## src/rtl/fetch_stage_pkg.sv

```systemverilog
// ============================================================================
// fetch_stage_pkg : shared constants and interrupt FSM encoding for fetch
// Rev 1.0
// ============================================================================
`default_nettype none

package fetch_stage_pkg;

  localparam logic [31:0] NOP_INSTR          = 32'h0000_0000;
  localparam logic [31:0] RESET_PC_DEFAULT   = 32'h0000_0000;
  localparam logic [31:0] EXC_VECTOR_DEFAULT = 32'h0000_0180;

  typedef enum logic [1:0] {
    INT_RUN     = 2'd0,
    INT_PEND    = 2'd1,
    INT_HANDLER = 2'd2
  } int_state_e;

  function automatic logic [31:0] word_align(input logic [31:0] addr);
    return {addr[31:2], 2'b00};
  endfunction

endpackage

`default_nettype wire

```

## src/rtl/fetch_int_ctrl.sv

```systemverilog
// ============================================================================
// fetch_int_ctrl : interrupt synchroniser, RUN/PEND/HANDLER FSM and EPC
// Rev 1.0 -- used only when FETCH_INTERRUPT_EN is defined
// ============================================================================
`default_nettype none

module fetch_int_ctrl
  import fetch_stage_pkg::*;
(
  input  logic        i_clk,
  input  logic        i_rst_n,
  input  logic        i_irq,
  input  logic        i_eret,
  input  logic        i_stall,
  input  logic        i_redirect,
  input  logic [31:0] i_pc,
  output logic        o_take,
  output logic        o_ret,
  output logic [31:0] o_epc
);

  logic [1:0]  sync_q;
  int_state_e  state_q, state_d;
  logic [31:0] epc_q, epc_d;

  always_ff @(posedge i_clk or negedge i_rst_n) begin
    if (!i_rst_n) begin
      sync_q  <= 2'b00;
      state_q <= INT_RUN;
      epc_q   <= 32'h0;
    end else begin
      sync_q  <= {sync_q[0], i_irq};
      state_q <= state_d;
      epc_q   <= epc_d;
    end
  end

  // A request seen in RUN may be taken in the same cycle it becomes visible.
  always_comb begin
    state_d = state_q;
    epc_d   = epc_q;
    o_take  = 1'b0;
    o_ret   = 1'b0;
    case (state_q)
      INT_RUN, INT_PEND: begin
        if (state_q == INT_PEND || sync_q[1]) begin
          if (!i_stall && !i_redirect) begin
            o_take  = 1'b1;
            epc_d   = i_pc;
            state_d = INT_HANDLER;
          end else begin
            state_d = INT_PEND;
          end
        end
      end
      INT_HANDLER: begin
        if (i_eret) begin
          o_ret   = 1'b1;
          state_d = INT_RUN;
        end
      end
      default: state_d = INT_RUN;
    endcase
  end

  assign o_epc = epc_q;

endmodule

`default_nettype wire

```

## src/rtl/fetch_stage.sv

```systemverilog
// ============================================================================
// fetch_stage : PC, ROM addressing and IF/ID register with stall/flush/redirect
// Rev 1.0 -- optional interrupt entry/return under FETCH_INTERRUPT_EN
// ============================================================================
`default_nettype none

module fetch_stage
  import fetch_stage_pkg::*;
#(
  parameter logic [31:0] RESET_PC   = RESET_PC_DEFAULT,
`ifdef FETCH_INTERRUPT_EN
  parameter logic [31:0] EXC_VECTOR = EXC_VECTOR_DEFAULT,
`endif
  parameter int          ROM_AW     = 7
) (
  input  logic              i_clk,
  input  logic              i_rst_n,
  input  logic              i_stall,
  input  logic              i_flush,
  input  logic              i_redirect,
  input  logic [31:0]       i_redirect_pc,
  output logic [ROM_AW-1:0] o_rom_addr,
  input  logic [31:0]       i_rom_data,
  output logic [31:0]       o_instr,
  output logic [31:0]       o_pc_plus4,
  output logic              o_valid,
`ifdef FETCH_INTERRUPT_EN
  input  logic              i_external_interrupt,
  input  logic              i_eret,
  output logic [31:0]       o_epc,
`endif
  output logic              o_pc_oob
);

  logic [31:0] pc_q, pc_d;
  logic [31:0] instr_q, instr_d;
  logic [31:0] pc4_q, pc4_d;
  logic        valid_q, valid_d;
  logic [31:0] pc_plus4;
  logic        take, ret;
  logic [31:0] epc;
  logic [31:0] exc_target;

`ifdef FETCH_INTERRUPT_EN
  fetch_int_ctrl u_int_ctrl (
    .i_clk      (i_clk),
    .i_rst_n    (i_rst_n),
    .i_irq      (i_external_interrupt),
    .i_eret     (i_eret),
    .i_stall    (i_stall),
    .i_redirect (i_redirect),
    .i_pc       (pc_q),
    .o_take     (take),
    .o_ret      (ret),
    .o_epc      (epc)
  );
  assign o_epc      = epc;
  assign exc_target = word_align(EXC_VECTOR);
`else
  assign take       = 1'b0;
  assign ret        = 1'b0;
  assign epc        = 32'h0;
  assign exc_target = 32'h0;
`endif

  assign pc_plus4   = pc_q + 32'd4;
  assign o_rom_addr = pc_q[ROM_AW+1:2];
  assign o_pc_oob   = |pc_q[31:ROM_AW+2];

  always_ff @(posedge i_clk or negedge i_rst_n) begin
    if (!i_rst_n) begin
      pc_q    <= RESET_PC;
      instr_q <= NOP_INSTR;
      pc4_q   <= 32'h0;
      valid_q <= 1'b0;
    end else begin
      pc_q    <= pc_d;
      instr_q <= instr_d;
      pc4_q   <= pc4_d;
      valid_q <= valid_d;
    end
  end

  // Any change of flow discards the word fetched this cycle.
  always_comb begin
    pc_d    = pc_q;
    instr_d = instr_q;
    pc4_d   = pc4_q;
    valid_d = valid_q;
    if (take)            pc_d = exc_target;
    else if (ret)        pc_d = epc;
    else if (i_redirect) pc_d = word_align(i_redirect_pc);
    else if (!i_stall)   pc_d = pc_plus4;

    if (take || ret || i_redirect || i_flush) begin
      instr_d = NOP_INSTR;
      valid_d = 1'b0;
    end else if (!i_stall) begin
      instr_d = i_rom_data;
      pc4_d   = pc_plus4;
      valid_d = 1'b1;
    end
  end

  assign o_instr    = instr_q;
  assign o_pc_plus4 = pc4_q;
  assign o_valid    = valid_q;

endmodule

`default_nettype wire

```

## config.mk

```make
export PLATFORM = sky130hd
export DESIGN_NAME = fetch_stage
export DESIGN_NICKNAME = d
export VERILOG_FILES = /design/src/rtl/fetch_stage_pkg.sv /design/src/rtl/fetch_int_ctrl.sv /design/src/rtl/fetch_stage.sv
export SDC_FILE = /design/constraint.sdc
export NUM_CORES = 1
export LEC_CHECK = 0
export CAP_MARGIN = 30
export CORE_MARGIN = 3
export CORE_UTILIZATION = 50
export DETAILED_ROUTE_END_ITERATION = 10
export DONT_BUFFER_PORTS = 1
export GPL_ROUTABILITY_DRIVEN = 0
export PLACE_DENSITY = 0.63
export RECOVER_POWER = 100
export SLEW_MARGIN = 20
export SYNTH_ARGS = -nofsm -noshare
export SYNTH_HDL_FRONTEND = slang
export SYNTH_SLANG_ARGS = --single-unit
```

## constraint.sdc

```tcl
create_clock -name i_clk -period 3.44 [get_ports i_clk]
set_input_delay 0.688 -clock i_clk [delete_from_list [all_inputs] [get_ports i_clk]]
set_output_delay 0.688 -clock i_clk [all_outputs]
set_load 0.03 [all_outputs]
```

==> flow_metrics.tcl <==
set metrics [dict create \
    finalNetCount 506 \
    violations "max-capacitance violations, max-slew violations" \
    slew_headroom_pct -41.5 \
    numCtsBuffers 9 \
    clk_pin_slew_ps 90 \
    wl_mm 10.4 \
    mostFrequentLayoutCell "dfrtp_1" \
    status "finished, violations left" \
    synth.avg_cell_area_um2 9.77 \
    maxCapViolCount 1 \
    grt_max_degree 58 \
    worst_ir_drop_vdd_uv 206 \
    synthToLayoutAreaGrowth_pct 4.48 \
    clock_skew_ps 18.3 \
    fin_total_pwr_mw 2.56 \
    antenna_found_initial 0 \
    synth_top_area_share_pct 51.1 \
    insertion_delay_ps 370 \
    arrival_ps 3000 \
    rsz0062_at_grt "false" \
    synth_warnings 0 \
    syn_inst 466 \
    ant_nets 0 \
    die-area_um2 10300 \
    viasPerCell 6.19 \
    report.final.slew_viol_count 52 \
    first_pass_iters 4 \
    clock.fmax_ghz 0.369 \
    ioPinCount 142 \
    design_area_um2 4760 \
    p_leak_nw 1.85 \
    fp-row-count 34 \
    syn_area_um2 4550 \
    vias 3399 \
    fin_crit_sh_pct 78.8 \
    setup_slack_ps 728 \
    synth_area_leader_cell "dfrtp_1" \
    worst_ep_required_time_ps 3730 \
    core_um2 8760 \
    diodes 0 \
    crit_path_end_kind "flop" \
    ys_ff_latch 93 \
    tns_ps 0 \
    first_iter_violations 172 \
    die_y_um 101 \
    placed_cell_area_um2 4490 \
    drc 0 \
    period_needed_ps 2710 \
    hold_viol_final 0 \
    cts_sinks 93 \
    grt_pass1_vias 3212 \
    grt_usage_pct 20.4 \
    layout-drive-gt1-share_pct 5.90 \
    dpl_worst_slack_ps 754 \
    portBuffers 0 \
    final_cell_mix "dfrtp_1, o21ai_0, nand2_1" \
    die_w_um 101 \
    htree_levels 3 \
    start_util_pct 52.0 \
    hold_path.class "primary input to async pin" \
    clock_path_buffers 2 \
    ys_seq_area_share_pct 51.1 \
    clockRootBuffer "clkbuf_8" \
    grt_overflow 0 \
    start_kind "flop" \
    synth.area.top_cells "dfrtp_1, a22o_1, o21ai_0" \
    power.density_nw_per_um2 538 \
    ctsResizeCount 0 \
    setup_violations 0 \
    tightestPinTransition_ps 2120 \
    synthDistinctLibCells 38 \
    fillCellCount 785 \
    cp_max_fo 28 \
    grt_pass1_wl_mm 16.4 \
    wl_per_cell_um 18.9 \
    dp_hpwl_mm 7.00 \
    cts_tree "built" \
    crit_type "flop to flop" \
]
## per-stage QoR
stage	hold WS, ps	std cells	util [%]
floorplan	392	467	-
global placement	394	528	51.2
detailed placement	394	528	51.2
CTS	4.81	546	54.2
global route	0.782	549	54.3
finish	26.0	549	54.3
## critical path, cell delays in order, from the launching register on
cell and delay (ps):
dfrtp_1 650, nand4_1 480, or4_4 780, or4_1 540
a31oi_1 180
## cell families after synthesis
kind of cell	Yosys count	share of synthesized area [%]
and+or+nand+nor	167	19.8
xor gates and xnor gates	27	5.19
adders and majority gates	1	0.275
DFF	93	51.1
muxes	2	0.467
AOI/OAI and AO/OA	119	17.2
other	1	0.0824
buffers and inverters	56	5.91
## area by class of cell
type,count,area (um^2),share of cell area [%]
flip-flops and latches,93,2330,48.9
multi-input cells,318,1960,41.2
well taps,108,135,2.84
clock buffers,10,128,2.68
repair buffers,11,103,2.16
clock inverters,6,92.6,1.95
inverters,3,11.3,0.237
## synth_stat cells (all sizes together)
| cell type | count |
|---|---|
| o21ai | 46 |
| nand3 | 10 |
| a31oi | 29 |
| nor2b | 2 |
| or4 | 17 |
| or2 | 3 |
| nand4b | 1 |
| nor4b | 2 |
| and4 | 4 |
| xor2 | 9 |
| o31ai | 11 |
| nand4 | 16 |
| and4b | 1 |
| inv | 3 |
| buf | 18 |
| conb | 1 |
| mux2i | 1 |
| nor3 | 7 |
| ha | 1 |
| xnor2 | 18 |
| nand2 | 39 |
| nor3b | 2 |
| dfrtp | 93 |
| o211ai | 1 |
| clkbuf | 35 |
| nor4 | 6 |
| a22o | 32 |
| nor2 | 34 |
| or3 | 23 |
| mux2 | 1 |
## per-layer routing
layer,wire length [um],share of wire (%),global-route usage [%]
met4,88,0.85,5.01
met2,4580,44,29.4
met1,4570,44,28.8
met3,1150,11,8.61
met5,0,0,0
## final timing paths
| path | start | endpoint | slack, ps | cells past startpoint |
|---|---|---|---|---|
| worst max-delay path | pc_q[8] | pc_q[22] | 730 | 4 |
| max in group asynchronous | i_rst_n | o_pc_plus4[29] | 2210 | 1 |
| worst min-delay path | i_rst_n | o_instr[30] | 30 | 0 |
| worst min register to register | pc_q[31] | o_pc_plus4[31] | 630 | 2 |
| min in group i_clk | i_redirect | pc_q[7] | 420 | 1 |
| worst max register to register | pc_q[8] | pc_q[22] | 730 | 4 |
## sequential cells by signal (all words and copies together), names as in the netlist
signal	cells
pc_q	30
o_valid	1
o_instr	32
o_pc_plus4	30
## timing repair
| item | in CTS | in global routing |
|---|---|---|
| hold buffers | 2 | 2 |
| endpoints found under the hold margin | 57 | 13 |
| setup buffers | 0 | 0 |
## report_power, final
group / total (mW) / switching, mW / internal [mW]
clock: 0.810 / 0.395 / 0.415
sequential: 1.50 / 0.295 / 1.20
combinational: 0.253 / 0.148 / 0.105
total: 2.56 / 0.838 / 1.72
Note: power is estimated with default switching activity, not from simulation.
